## config.mk

```make
export PLATFORM = sky130hd
export DESIGN_NAME = pid_controller_sat
export DESIGN_NICKNAME = d
export VERILOG_FILES = /design/src/rtl/pid_controller_sat.sv
export SDC_FILE = /design/constraint.sdc
export NUM_CORES = 1
export LEC_CHECK = 0
export BUFFER_PORTS_ARGS = -buffer_cell sky130_fd_sc_hd__buf_4
export CAP_MARGIN = 20
export CORE_MARGIN = 2
export CORE_UTILIZATION = 50
export CTS_CLUSTER_DIAMETER = 150
export CTS_CLUSTER_SIZE = 14
export DETAILED_ROUTE_END_ITERATION = 8
export GPL_TIMING_DRIVEN = 0
export HOLD_SLACK_MARGIN = 0.02
export PLACE_DENSITY = 0.77
export SLEW_MARGIN = 40
export SYNTH_ARGS = -nofsm -noshare
export SYNTH_HDL_FRONTEND = slang
export SYNTH_SLANG_ARGS = --single-unit
```

## constraint.sdc

```tcl
create_clock -name clk -period 7.4 [get_ports clk]
set_clock_uncertainty 0.1 [all_clocks]
set_input_delay 0.37 -clock clk [delete_from_list [all_inputs] [get_ports clk]]
set_output_delay 0.37 -clock clk [all_outputs]
set_load 0.01 [all_outputs]
```

## src/rtl/pid_controller_sat.sv

```systemverilog
// Velocity PID controller with a saturating integrator, anti-windup and a
// clamped unsigned output. One multiplier is shared by the P, I and D terms
// and is sequenced by a six-state FSM, so a new sample is accepted at most
// once every six cycles.
module pid_controller_sat #(
  parameter int DW   = 8,
  parameter int KW   = 4,
  parameter int IW   = 12,
  parameter int FRAC = 0
) (
  input  logic          clk,
  input  logic          rst,
  input  logic          ce,
  input  logic          sample_valid,
  input  logic [DW-1:0] target_vel,
  input  logic [DW-1:0] current_vel,
  input  logic [KW-1:0] kp,
  input  logic [KW-1:0] ki,
  input  logic [KW-1:0] kd,
  output logic [DW-1:0] vel_output,
  output logic          out_valid,
  output logic          busy,
  output logic          sat_flag
);

  localparam int EW  = DW + 1;                   // error width
  localparam int DFW = DW + 2;                   // error-difference width
  localparam int TW  = (IW > DFW) ? IW : DFW;    // multiplier term width
  localparam int PW  = KW + 1 + TW;              // product width
  localparam int SW  = KW + TW + 4;              // sum width, headroom for three products
  localparam int AW  = ((IW > EW) ? IW : EW) + 1; // integrator pre-saturation width

  typedef enum logic [2:0] {
    S_IDLE,
    S_ERR,
    S_MUL_P,
    S_MUL_I,
    S_MUL_D,
    S_SUM
  } state_t;

  state_t state, state_nxt;

  // Integrator add with saturation to the signed IW-bit range
  function automatic logic signed [IW-1:0] sat_accum(input logic signed [IW-1:0] acc,
                                                     input logic signed [EW-1:0] err);
    logic signed [AW-1:0] s;
    s = AW'(acc) + AW'(err);
    if (s[AW-1:IW-1] == {(AW-IW+1){s[AW-1]}})
      sat_accum = s[IW-1:0];
    else if (s[AW-1])
      sat_accum = {1'b1, {(IW-1){1'b0}}};
    else
      sat_accum = {1'b0, {(IW-1){1'b1}}};
  endfunction

  // Output clamp to [0, 2^DW-1]; returns {clamped_high, clamped_low, value}
  function automatic logic [DW+1:0] clamp_out(input logic signed [SW-1:0] v);
    if (v[SW-1])
      clamp_out = {2'b01, {DW{1'b0}}};
    else if (|v[SW-2:DW])
      clamp_out = {2'b10, {DW{1'b1}}};
    else
      clamp_out = {2'b00, v[DW-1:0]};
  endfunction

  // Latched sample (p0), per-sample terms and running sum (p1/p2), clamped result (p3)
  logic [DW-1:0]        tgt_p0, cur_p0;
  logic [KW-1:0]        kp_p0, ki_p0, kd_p0;
  logic signed [EW-1:0] error_p1;
  logic signed [DFW-1:0] diff_p1;
  logic signed [SW-1:0] sum_p2;
  logic [DW-1:0]        res_p3;
  logic                 hi_p3, lo_p3;
  logic                 vld_p3;

  logic signed [IW-1:0] accum;
  logic signed [EW-1:0] prev_error;
  logic                 sat_hi;

  logic signed [EW-1:0]  err_c;
  logic signed [DFW-1:0] diff_c;
  logic                  hold_c;
  logic [KW-1:0]         mul_gain;
  logic signed [TW-1:0]  mul_term;
  logic signed [PW-1:0]  prod_c;
  logic signed [SW-1:0]  shifted_c;

  assign err_c     = $signed({1'b0, tgt_p0}) - $signed({1'b0, cur_p0});
  assign diff_c    = DFW'(err_c) - DFW'(prev_error);
  // Integrator freezes while the last output is clamped and the error pushes further into the clamp
  assign hold_c    = sat_flag && (sat_hi ? (!err_c[EW-1] && (|err_c)) : err_c[EW-1]);
  assign prod_c    = PW'($signed({1'b0, mul_gain})) * PW'(mul_term);
  assign shifted_c = sum_p2 >>> FRAC;
  assign busy      = (state != S_IDLE);

  // FSM state register; ce low aborts back to IDLE
  always_ff @(posedge clk) begin
    if (rst || !ce)
      state <= S_IDLE;
    else
      state <= state_nxt;
  end

  // FSM next-state: one state per cycle once a sample is accepted
  always_comb begin
    state_nxt = state;
    case (state)
      S_IDLE:  if (sample_valid) state_nxt = S_ERR;
      S_ERR:   state_nxt = S_MUL_P;
      S_MUL_P: state_nxt = S_MUL_I;
      S_MUL_I: state_nxt = S_MUL_D;
      S_MUL_D: state_nxt = S_SUM;
      S_SUM:   state_nxt = S_IDLE;
      default: state_nxt = S_IDLE;
    endcase
  end

  // Shared multiplier operand select
  always_comb begin
    mul_gain = '0;
    mul_term = '0;
    case (state)
      S_MUL_P: begin mul_gain = kp_p0; mul_term = TW'(error_p1); end
      S_MUL_I: begin mul_gain = ki_p0; mul_term = TW'(accum);    end
      S_MUL_D: begin mul_gain = kd_p0; mul_term = TW'(diff_p1);  end
      default: ;
    endcase
  end

  // Datapath: latch on accept, form terms, accumulate products, clamp
  always_ff @(posedge clk) begin
    case (state)
      // p0: capture the request
      S_IDLE: begin
        if (sample_valid) begin
          tgt_p0 <= target_vel;
          cur_p0 <= current_vel;
          kp_p0  <= kp;
          ki_p0  <= ki;
          kd_p0  <= kd;
        end
      end
      // p1: error, error difference, clear the sum
      S_ERR: begin
        error_p1 <= err_c;
        diff_p1  <= diff_c;
        sum_p2   <= '0;
      end
      // p2: accumulate one product per cycle
      S_MUL_P, S_MUL_I, S_MUL_D: sum_p2 <= sum_p2 + SW'(prod_c);
      // p3: scale and clamp
      S_SUM: {hi_p3, lo_p3, res_p3} <= clamp_out(shifted_c);
      default: ;
    endcase
  end

  // Control and controller state: integrator, previous error, output registers
  always_ff @(posedge clk) begin
    if (rst) begin
      accum      <= '0;
      prev_error <= '0;
      vld_p3     <= 1'b0;
      out_valid  <= 1'b0;
      vel_output <= '0;
      sat_flag   <= 1'b0;
      sat_hi     <= 1'b0;
    end else if (!ce) begin
      accum      <= '0;
      prev_error <= '0;
      vld_p3     <= 1'b0;
      out_valid  <= 1'b0;
    end else begin
      vld_p3    <= (state == S_SUM);
      out_valid <= vld_p3;
      if (state == S_ERR && !hold_c)
        accum <= sat_accum(accum, err_c);
      if (state == S_SUM)
        prev_error <= error_p1;
      if (vld_p3) begin
        vel_output <= res_p3;
        sat_flag   <= hi_p3 | lo_p3;
        sat_hi     <= hi_p3;
      end
    end
  end

endmodule

```

After elaboration in Yosys (flattened, before gate mapping)
Index checks and enable logic that the tools add are counted.

Bits of input ports: 32. Word-level logic and storage cells: 58. Output and inout port bits: 11. Register bits after elaboration: 113.

Bitwise gates (word level): 2. Eq/ne operators: 7. Mux-type cells: 9. Add/sub/neg operators: 4. Multipliers: 1. Reductions and logical operators: 16.

Operators by type and width (number): one-hot mux 20 bit (2 select lines) (1); one-hot mux 12 bit (3 select lines) (1); two-way mux 12 bit (2); adder 20 x 17 -> 20 bit (1); multiplier 5 x 12 -> 17 bit (1); one-hot mux 3 bit (5 select lines) (1); adder 12 x 9 -> 13 bit (1); one-hot mux 4 bit (3 select lines) (1); OR reduction 11 bit (1); two-way mux 10 bit (1); subtractor 9 x 9 -> 10 bit (1); OR reduction 9 bit (1); subtractor 8 x 8 -> 9 bit (1); == test 3 x 2 -> 1 bit (second input constant) (2); == test 3 bit (second input constant) (2); AND reduction 2 bit (2); == test 3 x 1 -> 1 bit (second input constant) (1); logical AND 1 bit (3); logical NOT 1 bit (3); logical NOT 3 bit (1); two-way mux 3 bit (1); nonzero test 3 bit (1); OR reduction 3 bit (1); inequality test 2 bit (second input constant) (1); other kinds (7) (7).

Longest topological paths before layout
Gate-level depths: netlist of run 1.

Word-level depth: 7. Mapped depth: 22. Mapped depth without buffers: 19.

Worst setup path after synthesis of run 1
No wires, ideal clock.

Path kind: register -> register. Start point: register state[0]. End point: register sum_p2[18] (netlist: shifted_c[18]) (data pin). Cell stages (with the launch flop): 21. Clock period less this slack: 5.397 ns. Path buffers: 3. Required time: 7.031 ns. Path slack: 2.003 ns. Library setup time: 0.269 ns. Arrival: 5.028 ns. Cells stage by stage: dfxtp_1 > clkbuf_1 > clkbuf_1 > clkbuf_1 > mux2i_1 > nor2_1 > a21oi_1 > nor2_1 > fa_1 > inv_1 > fa_1 > fa_1 > inv_1 > ha_1 > nor2b_1 > o21a_1 > o21ai_0 > a2111o_1 > o211a_1 > o211ai_1 > o211ai_1.

Cells in the longest elaborated chain, start to end: 5. Elaborated cells between the ends (all ways): 10.

Ends and longest elaborated chain: start: declaration (RTL line 42) `state_t state, state_nxt;`; start signal: assignment (RTL line 102) `state <= state_nxt;`; == test 3 bit / == test 3 x 2 -> 1 bit (equally long branches) (RTL line 123, 133); one-hot mux 4 bit (3 select lines) / one-hot mux 12 bit (3 select lines) (equally long branches) (RTL line 123) `case (state)`; multiplier 5 x 12 -> 17 bit (RTL line 93) `assign prod_c = PW'($signed({1'b0, mul_gain})) * PW'(mul_term);`; adder 20 x 17 -> 20 bit (RTL line 151) `S_MUL_P, S_MUL_I, S_MUL_D: sum_p2 <= sum_p2 + SW'(prod_c);`; one-hot mux 20 bit (2 select lines) * (RTL line 133) `case (state)`; end signal: assignment (RTL line 151); end: declaration (RTL line 72) `logic signed [SW-1:0] sum_p2;`.

Every way passes the cells marked *; elsewhere a longest branch is shown, timed or not. A chain may end at the register's enable or synchronous reset.

Final worst setup path of run 1
Start point: register state[0]. End point: register sum_p2[19] (netlist: shifted_c[19]) (data pin).

The elaborated chain is that of the path after synthesis.

==> impl_metrics.toml, run 1 <==
[status]
status = "finished clean"

[cts]
cts_sinks = 113
cts_max_level = 4
cts_tree = "built"
cts_root_buffer = "sky130_fd_sc_hd__clkbuf_16"
cts-buffers-inserted = 17
clock_path_buffers = 2
insertion_delay_ps = 420
cts.clk_slew.worst_paths_ps = 60
number_of_buffers_inserted_by_post_cts_setup_repair = 0

[min_path]
min_delay_path_depth = 1
min-delay-start = "ki[0]"
worstHoldPathType = "in -> reg"

[finish]
flow.area_growth_from_synthesis_pct = 17.9
drive_gt1_share_pct = 12.0
final_nets = 1077
antenna_cells = 0
finalInstanceArea_um2 = 9500

[power_and_ir_drop]
internal_power_w = 0.00126
power.net_switching_w = 0.000502
report.power.total_w = 0.00177
sw_frac_of_total_pct = 28.5
p_clk_share_pct = 43.8
p_leak_nw = 4.03
pwr_density_cell_nw_per_um2 = 186
share_seq_of_total_power_pct = 40.8
comb_power_share_pct = 15.5
irDropWorstVdd_mv = 0.185

[drt]
number_of_design_rule_violations_left_by_the_first_detailed_router_iteration = 321
routed-via-count = 6055
detail-route-antenna-nets = 0
detail_route.drc_violations = 0
routed_wl_um = 16700
routedWlPerCell_um = 14.5
detailedRoute.firstPassIterationCount = 5
vias_per_cell = 5.24

[die]
core_area_um2 = 15800
io_pins = 43
fp-row-count = 46
die_area_um2 = 17100
die_y_um = 131
initial_core_util_pct = 50.9
floorplan.die.width_um = 131

[synthesis]
synth_edf_count = 77
synth_area_um2 = 8060
postSynthRegisterBits = 113
post_synth.cell_area_avg_um2 = 9.61
synth_flop_cell = "sky130_fd_sc_hd__edfxtp_1"
synthDistinctLibCells = 66
post_syn_nets = 988
postSynthCellCount = 838
seq_area_frac_synth_pct = 37.6
ys_async_sr_fraction_pct = 0
synthesis.yosys.warnings = 0

[global_routing]
initial_antenna_violation_count = 0
grt_pass1_wl_um = 28100
grt_use_total_pct = 21.4
grt_overflow = 0
grt_pass1_vias = 6013
grt_start_max_net_pins = 22

[worst_setup_path]
crit_path_end_kind = "register"
timing.critical_path.fanout_max = 10
timing.critical_path.from = "state[0]$_SDFFE_PP0P_"
crit_type = "reg -> reg"
worst_setup_start_kind = "register"
crit_reg_reg_startpoint = "state[0]$_SDFFE_PP0P_"
critPathArrivalTime_ps = 6560
reg2regPathDepth = 20
worst-endpoint-required_ps = 7430

[timing]
final.setup.worst_slack_ps = 871
max_slew.worst_pin.slew_ps = 760
worst_hold_slack_ps = 27.8
rsz0062_at_grt = "no"
finalHoldViolCount = 0
slew_headroom_pct = 49.1
setup_tns_ps = 0
achievable-frequency_mhz = 153
final_max_slew_viol_count = 0
setup_violations = 0
fin_crit_ps = 6530
post-route-period-util_pct = 88.2

[placed_design]
globalplace.congestion = 0.878
io_buffer_count = 42
placement.setup.worst_slack_ps = 908
dp_hpwl_um = 12400
area_after_dpl_um2 = 8670

[job]
max-cap-violations = 0
## worst paths after layout
kind | end | slack (ps)
setup / recovery | shifted_c[19]$_SDFFCE_PN0P_ | 870
setup reg to reg | shifted_c[19]$_SDFFCE_PN0P_ | 870
hold / removal | ki_p0[0]$_DFFE_PP_ | 30
hold reg to reg | vel_output[3]$_SDFFE_PP0P_ | 350
## layout by cell type, fill, tap and decap left out, drive strengths merged, types with 36 or more instances in the layout
cell,synthesis,final
nand2,46,46
inv,130,137
ha,69,69
o21ai,41,41
nor2,114,114
a21oi,72,72
edfxtp,77,77
buf,2,45
fa,49,49
dfxtp,36,36
clkbuf,20,37
## synthesized netlist by cell type, drive strengths merged (10+ instances only)
| library cell | number | share of area (%) |
|---|---|---|
| ha | 69 | 11 |
| nand2b | 12 | 0.93 |
| o21ai | 41 | 2.5 |
| xor2 | 16 | 1.7 |
| nor3 | 24 | 1.5 |
| nor2b | 11 | 0.85 |
| a21o | 10 | 0.96 |
| dfxtp | 36 | 8.9 |
| nand2 | 46 | 2.1 |
| nor2 | 114 | 5.3 |
| mux2i | 12 | 1.5 |
| a21oi | 72 | 5.0 |
| xnor2 | 14 | 1.5 |
| fa | 49 | 12 |
| clkbuf | 20 | 0.93 |
| inv | 130 | 6.1 |
| edfxtp | 77 | 29 |
## power by group through the flow
| stage | sequential (W) | combinational (W) | clock (W) |
|---|---|---|---|
| after floorplan | 0.000729 | 0.000194 | 0 |
| after global placement | 0.000733 | 0.000250 | 0 |
| after detailed placement | 0.000733 | 0.000255 | 0 |
| after CTS | 0.000719 | 0.000270 | 0.000780 |
| after global routing | 0.000721 | 0.000305 | 0.000806 |
| final | 0.000719 | 0.000273 | 0.000773 |
## state kept, by name, indices dropped and copies added (netlist names)
register	count
res_p3	8
vld_p3	1
diff_p1	10
accum	12
ki_p0	4
cur_p0	8
out_valid	1
error_p1	9
shifted_c	20
kd_p0	4
vel_output	8
sat_flag	1
prev_error	9
hi_p3	1
tgt_p0	8
lo_p3	1
sat_hi	1
state	3
kp_p0	4
## cell families (layout without fill, tap and decap cells)
| logic type | Yosys count | after routing | share of synthesized area (%) |
|---|---|---|---|
| buf+inv | 153 | 255 | 7.31 |
| compound gates | 165 | 165 | 13.1 |
| flops | 113 | 113 | 37.6 |
| xor+xnor | 30 | 30 | 3.26 |
| mux | 12 | 12 | 1.49 |
| fa+ha+maj | 120 | 120 | 23.1 |
| simple gates | 245 | 245 | 14.1 |
## routing by layer
metal / GRT usage (%) / wire length, um
met2: 36.9 / 8220
met5: 0 / 0
met4: 7.57 / 326
met3: 4.19 / 791
met1: 27.1 / 7410
## cell type report
type                    count  area [um2]
plain buffers              22        98.8
clock buffers              17         425
clock inverters            15         128
fillers                  1316        6330
inverters                 131         492
multi-input cells         572        4450
flip-flops and latches    113        3030
well taps                 216         270
repair buffers             70         601
## timing repair
item / 4_1_cts / 5_1_grt
hold buffers: 27 / 0
gates resized for setup: 0 / 0
hold endpoints to repair: 27 / 0
## worst max-delay path: stages, from the launching register on
cell and delay (ps):
sky130_fd_sc_hd__dfxtp_1 310, sky130_fd_sc_hd__clkbuf_1 310, sky130_fd_sc_hd__clkbuf_1 600, sky130_fd_sc_hd__clkbuf_1 500, sky130_fd_sc_hd__mux2i_1 290, sky130_fd_sc_hd__nor2_1 60, sky130_fd_sc_hd__a21oi_1 300, sky130_fd_sc_hd__nor2_1 110
sky130_fd_sc_hd__fa_1 510, sky130_fd_sc_hd__fa_1 520, sky130_fd_sc_hd__inv_1 60, sky130_fd_sc_hd__fa_1 540, sky130_fd_sc_hd__inv_1 50, sky130_fd_sc_hd__ha_1 340, sky130_fd_sc_hd__a21oi_1 160, sky130_fd_sc_hd__o21ai_0 180
sky130_fd_sc_hd__o311a_1 360, sky130_fd_sc_hd__nand4b_1 260, sky130_fd_sc_hd__a41oi_1 310, sky130_fd_sc_hd__nand2b_1 190, sky130_fd_sc_hd__o311ai_0 180
## stage by stage
step,instances,utilization (%)
after floorplan,838,-
after global placement,1096,54.6
after detailed placement,1097,54.8
after CTS,1156,60.0
after global routing,1156,60.0
final,1156,60.0
(Power assumes the default switching activity.)
==> inputs of run 2 (changes only) <==
--- a/config.mk
+++ b/config.mk
@@ -7,14 +7,16 @@
 export LEC_CHECK = 0
 export BUFFER_PORTS_ARGS = -buffer_cell sky130_fd_sc_hd__buf_4
 export CAP_MARGIN = 20
+export CELL_PAD_IN_SITES_DETAIL_PLACEMENT = 1
+export CELL_PAD_IN_SITES_GLOBAL_PLACEMENT = 2
 export CORE_MARGIN = 2
-export CORE_UTILIZATION = 50
+export CORE_UTILIZATION = 40
 export CTS_CLUSTER_DIAMETER = 150
 export CTS_CLUSTER_SIZE = 14
 export DETAILED_ROUTE_END_ITERATION = 8
 export GPL_TIMING_DRIVEN = 0
 export HOLD_SLACK_MARGIN = 0.02
-export PLACE_DENSITY = 0.77
+export PLACE_DENSITY = 0.91
 export SLEW_MARGIN = 40
 export SYNTH_ARGS = -nofsm -noshare
 export SYNTH_HDL_FRONTEND = slang
==> impl_metrics.toml, run 2 (synthesis gave the netlist of run 1 again) <==
[finish]
multiInputGateArea_um2 = 4450
final_common_cell = "sky130_fd_sc_hd__inv_1"
antenna_cells = 0
mostFrequentLayoutCells = "130 x sky130_fd_sc_hd__inv_1, 112 x sky130_fd_sc_hd__nor2_1, 77 x sky130_fd_sc_hd__edfxtp_1, 69 x sky130_fd_sc_hd__ha_1, 61 x sky130_fd_sc_hd__a21oi_1"
flow.area_growth_from_synthesis_pct = 18.9
largest_register_ff_count = 20
fillers = 2208
drive_gt1_share_pct = 12.0
seqCellArea_um2 = 3030
final_nets = 1076
final_cell_count_no_fill = 1204

[global_routing]
grt_start_max_net_pins = 24
grt_pass1_vias = 6627
grt_use_total_pct = 20.1
grt_overflow = 0
grt_pass1_wl_um = 33500
initial_antenna_violation_count = 0

[drt]
routed-via-count = 6101
detailedRoute.firstPassIterationCount = 4
vias_per_cell = 5.07
detail_route.drc_violations = 0
routedWlPerCell_um = 16.7
detail-route-antenna-nets = 0
routed_wl_um = 20100
number_of_design_rule_violations_left_by_the_first_detailed_router_iteration = 251

[die]
initial_core_util_pct = 41.1
die_y_um = 146
floorplan.die.width_um = 146
fp-row-count = 51
core_area_um2 = 19600
io_pins = 43
die_area_um2 = 21300

[worst_setup_path]
worst-endpoint-required_ps = 7440
worst_setup_start_kind = "register"
critPathArrivalTime_ps = 6740
worst_r2r_endpoint = "shifted_c[19]$_SDFFCE_PN0P_"
crit_type = "reg -> reg"
slack_of_the_worst_reg_to_reg_path_ps = 710
timing.critical_path.fanout_max = 10
timing.critical_path.from = "state[0]$_SDFFE_PP0P_"
reg2regPathDepth = 20
crit_path_end_kind = "register"
crit_reg_reg_startpoint = "state[0]$_SDFFE_PP0P_"

[cts]
insertion_delay_ps = 420
cts_sinks = 113
cts.clk_slew.worst_paths_ps = 60
cts-buffers-inserted = 17
clock_path_buffers = 2
cts_root_buffer = "sky130_fd_sc_hd__clkbuf_16"
cts_tree = "built"
cts_max_level = 4

[placed_design]
io_buffer_count = 42
dp_cells = 1146
dp_hpwl_um = 15600
globalplace.congestion = 0.759

[job]
max-cap-violations = 0

[timing]
slew_headroom_pct = 46.2
setup_tns_ps = 0
rsz0062_at_grt = "no"
achievable-frequency_mhz = 149
finalHoldViolCount = 0
final_max_slew_viol_count = 0
max_slew.worst_pin.slew_ps = 804
setup_violations = 0
fin_crit_ps = 6690
post-route-period-util_pct = 90.4

[status]
status = "finished clean"

[min_path]
worstHoldPathType = "in -> reg"
min_delay_path_depth = 1
min-delay-start = "ki[3]"
worst_hold_path.endpoint = "ki_p0[3]$_DFFE_PP_"

[power_and_ir_drop]
irDropWorstVdd_mv = 0.172
p_leak_nw = 4.03
pwr_density_cell_nw_per_um2 = 191
## run 2: cell count changes in the layout (fill, tap and decap cells not counted), sizes merged
cell | previous run | this run
bufinv | 0 | 2
clkinv | 7 | 5
inv | 137 | 134
clkbuf | 37 | 38
dlygate4sd3 | 27 | 26
clkinvlp | 2 | 4
## run 2: per-stage QoR
stage / total power [W] / setup slack [ps] / cell area (um2) / hold WS, ps / util [%]
final: 0.00183 / 707 / 9580 / 38.6 / 48.9
after global routing: 0.00191 / 251 / 9580 / 20.6 / 48.9
after CTS: 0.00184 / 650 / 9580 / 23.3 / 48.9
after detailed placement: 0.00100 / 738 / 8730 / 349 / 44.6
after global placement: 0.000992 / 816 / 8700 / 344 / 44.4
after floorplan: 0.000923 / 2000 / 8060 / 324 / -
## run 2: how the worst max path moves through the flow
stage                     cells after the start                     endpoint  slack [ps]
after floorplan                              20  shifted_c[18]$_SDFFCE_PN0P_        2000
after global placement                       20  shifted_c[19]$_SDFFCE_PN0P_         820
after detailed placement                     20  shifted_c[19]$_SDFFCE_PN0P_         740
after CTS                                    20  shifted_c[19]$_SDFFCE_PN0P_         650
after global routing                         21  shifted_c[19]$_SDFFCE_PN0P_         250
final                                        20  shifted_c[19]$_SDFFCE_PN0P_         710
## run 2: layer usage
| metal | GRT usage (%) | wire length, um | vias up |
|---|---|---|---|
| li1 | - | - | 2990 |
| met1 | 25.0 | 9120 | 3002 |
| met2 | 35.1 | 9970 | 83 |
| met3 | 3.89 | 633 | 26 |
| met4 | 6.27 | 381 | 0 |
| met5 | 0 | 0 | - |
## run 2: area by class of cell
type	instances	area share (%)
plain buffers	22	1.03
clock buffers	18	4.48
clock inverters	14	1.63
inverters	131	5.13
multi-input cells	572	46.5
flip-flops and latches	113	31.6
well taps	265	3.46
repair buffers	69	6.16
## run 2: repair_timing
| item | 4_1_cts | 5_1_grt |
|---|---|---|
| hold buffers | 26 | 0 |
| gates resized for setup | 0 | 0 |
| buffers inserted | 0 | 0 |
| hold endpoints to repair | 26 | 0 |
## run 2: report_power, final
part	switching, W	internal [W]	total, W
Sequential	0.0000118	0.000708	0.000720
Clock	0.000325	0.000500	0.000825
Combinational	0.000166	0.000117	0.000283
## run 2: worst max-delay path, stage by stage, from the launching register on
cell and delay, ps:
sky130_fd_sc_hd__dfxtp_1 310, sky130_fd_sc_hd__clkbuf_1 320, sky130_fd_sc_hd__clkbuf_1 640, sky130_fd_sc_hd__clkbuf_1 510, sky130_fd_sc_hd__mux2i_1 290, sky130_fd_sc_hd__nor2_1 60
sky130_fd_sc_hd__a21oi_1 330, sky130_fd_sc_hd__nor2_1 110, sky130_fd_sc_hd__fa_1 500, sky130_fd_sc_hd__fa_1 500, sky130_fd_sc_hd__inv_1 60, sky130_fd_sc_hd__fa_1 550
sky130_fd_sc_hd__inv_1 50, sky130_fd_sc_hd__ha_1 340, sky130_fd_sc_hd__a21oi_1 150, sky130_fd_sc_hd__o21ai_0 170, sky130_fd_sc_hd__o311a_1 370, sky130_fd_sc_hd__nand4b_1 280
sky130_fd_sc_hd__a41oi_1 440, sky130_fd_sc_hd__nand2b_1 190, sky130_fd_sc_hd__o311ai_0 140
==> inputs of run 3 (changes only) <==
--- a/config.mk
+++ b/config.mk
@@ -5,15 +5,15 @@
 export SDC_FILE = /design/constraint.sdc
 export NUM_CORES = 1
 export LEC_CHECK = 0
-export BUFFER_PORTS_ARGS = -buffer_cell sky130_fd_sc_hd__buf_4
 export CAP_MARGIN = 20
 export CELL_PAD_IN_SITES_DETAIL_PLACEMENT = 1
 export CELL_PAD_IN_SITES_GLOBAL_PLACEMENT = 2
 export CORE_MARGIN = 2
-export CORE_UTILIZATION = 40
+export CORE_UTILIZATION = 42
 export CTS_CLUSTER_DIAMETER = 150
 export CTS_CLUSTER_SIZE = 14
 export DETAILED_ROUTE_END_ITERATION = 8
+export DONT_BUFFER_PORTS = 1
 export GPL_TIMING_DRIVEN = 0
 export HOLD_SLACK_MARGIN = 0.02
 export PLACE_DENSITY = 0.91
==> impl_metrics.toml, run 3 (synthesis gave the netlist of run 1 again) <==
[die]
initial_core_util_pct = 42.9
floorplan.die.width_um = 143
io_pins = 43
die_y_um = 143
core_area_um2 = 18800
fp-row-count = 50
die_area_um2 = 20300

[timing]
final_max_slew_viol_count = 0
finalHoldViolCount = 0
rsz0062_at_grt = "no"
final.setup.worst_slack_ps = 659
achievable-frequency_mhz = 148
max_slew.worst_pin.slew_ps = 777
setup_tns_ps = 0
setup_violations = 0
slew_headroom_pct = 48.2
fin_crit_ps = 6740
post-route-period-util_pct = 91.1

[finish]
mostFrequentLayoutCells = "130 x sky130_fd_sc_hd__inv_1, 111 x sky130_fd_sc_hd__nor2_1, 77 x sky130_fd_sc_hd__edfxtp_1, 69 x sky130_fd_sc_hd__ha_1, 61 x sky130_fd_sc_hd__a21oi_1"
seqCellArea_um2 = 3030
final_common_cell = "sky130_fd_sc_hd__inv_1"
final_cell_count_no_fill = 1134
multiInputGateArea_um2 = 4460
antenna_cells = 0
final_nets = 1037
drive_gt1_share_pct = 7.89
largest_register_ff_count = 20
flow.area_growth_from_synthesis_pct = 15.1
fillers = 2107

[drt]
routed_wl_um = 19800
routedWlPerCell_um = 17.4
number_of_design_rule_violations_left_by_the_first_detailed_router_iteration = 251
routed-via-count = 5965
vias_per_cell = 5.26
detail_route.drc_violations = 0
detail-route-antenna-nets = 0
detailedRoute.firstPassIterationCount = 4

[cts]
ctsResizeCount = 0
cts.clk_slew.worst_paths_ps = 60
clock_path_buffers = 2
number_of_buffers_inserted_by_post_cts_setup_repair = 0
cts_root_buffer = "sky130_fd_sc_hd__clkbuf_16"
insertion_delay_ps = 420
cts-buffers-inserted = 17
cts_max_level = 4
cts_tree = "built"
cts_sinks = 113
hold_buffers = 29

[worst_setup_path]
timing.critical_path.from = "state[0]$_SDFFE_PP0P_"
worst_setup_start_kind = "register"
worst-endpoint-required_ps = 7440
critPathArrivalTime_ps = 6780
crit_path_end_kind = "register"
slack_of_the_worst_reg_to_reg_path_ps = 660
crit_reg_reg_startpoint = "state[0]$_SDFFE_PP0P_"
timing.critical_path.fanout_max = 10
crit_type = "reg -> reg"

[global_routing]
initial_antenna_violation_count = 0
grt_pass1_wl_um = 32700
grt_use_total_pct = 21.0
grt_pass1_vias = 6471
grt_overflow = 0
grt_start_max_net_pins = 22

[min_path]
worstHoldPathType = "in -> reg"
min-delay-start = "sample_valid"

[placed_design]
dp_cells = 1073
dp_hpwl_um = 15000
globalplace.congestion = 0.770
placement.setup.worst_slack_ps = 714
io_buffer_count = 0

[power_and_ir_drop]
p_leak_nw = 3.85
report.power.total_w = 0.00183
pwr_density_cell_nw_per_um2 = 197
irDropWorstVdd_mv = 0.181

[status]
status = "finished clean"

[job]
max-cap-violations = 0
run 3: area by class of cell:
cell class	instances	area share (%)
multi-input cells	572	48.1
flip-flops and latches	113	32.7
inverters	131	5.30
clock buffers	18	4.63
repair buffers	30	3.29
well taps	234	3.16
clock inverters	14	1.78
plain buffers	22	1.07
run 3: worst paths after layout:
kind | end | cells after the start
worst max register to register | shifted_c[19]$_SDFFCE_PN0P_ | 20
worst max-delay path | shifted_c[19]$_SDFFCE_PN0P_ | 20
worst min register to register | lo_p3$_SDFFCE_PP1P_ | 0
worst min-delay path | state[0]$_SDFFE_PP0P_ | 2
run 3: power breakdown:
part / internal (W) / switching [W]
clock: 0.000528 / 0.000311
combinational: 0.000108 / 0.000162
sequential: 0.000708 / 0.0000119
total: 0.00134 / 0.000484
run 3: worst max-delay path, cell delays in order, from the launching register on:
cell	delay, ps
sky130_fd_sc_hd__dfxtp_1	300
sky130_fd_sc_hd__clkbuf_1	400
sky130_fd_sc_hd__clkbuf_1	650
sky130_fd_sc_hd__mux2i_1	260
sky130_fd_sc_hd__nor2_1	60
sky130_fd_sc_hd__a21oi_1	470
sky130_fd_sc_hd__clkbuf_1	500
sky130_fd_sc_hd__nor2_1	110
sky130_fd_sc_hd__ha_1	340
sky130_fd_sc_hd__fa_1	540
sky130_fd_sc_hd__inv_1	70
sky130_fd_sc_hd__fa_1	570
sky130_fd_sc_hd__inv_1	50
sky130_fd_sc_hd__ha_1	340
sky130_fd_sc_hd__a21oi_1	150
sky130_fd_sc_hd__o21ai_0	180
sky130_fd_sc_hd__o311a_1	370
sky130_fd_sc_hd__nand4b_1	280
sky130_fd_sc_hd__a41oi_1	360
sky130_fd_sc_hd__nand2b_1	190
sky130_fd_sc_hd__o311ai_0	150
run 3: stage by stage:
stage / hold slack (ps) / utilization, % / cell area, um2
2_1_floorplan: 324 / - / 8060
6_report: 101 / 49.4 / 9280
5_1_grt: 121 / 49.4 / 9280
4_1_cts: 95.8 / 49.4 / 9270
3_5_place_dp: 354 / 44.7 / 8380
3_3_place_gp: 352 / 44.5 / 8350
run 3: layer usage:
layer / wire (um) / GRT usage [%] / vias up
li1: - / - / 2911
met1: 8980 / 26.4 / 2942
met2: 9760 / 36.8 / 87
met3: 761 / 4.74 / 25
met4: 264 / 5.05 / 0
met5: 0 / 0 / -
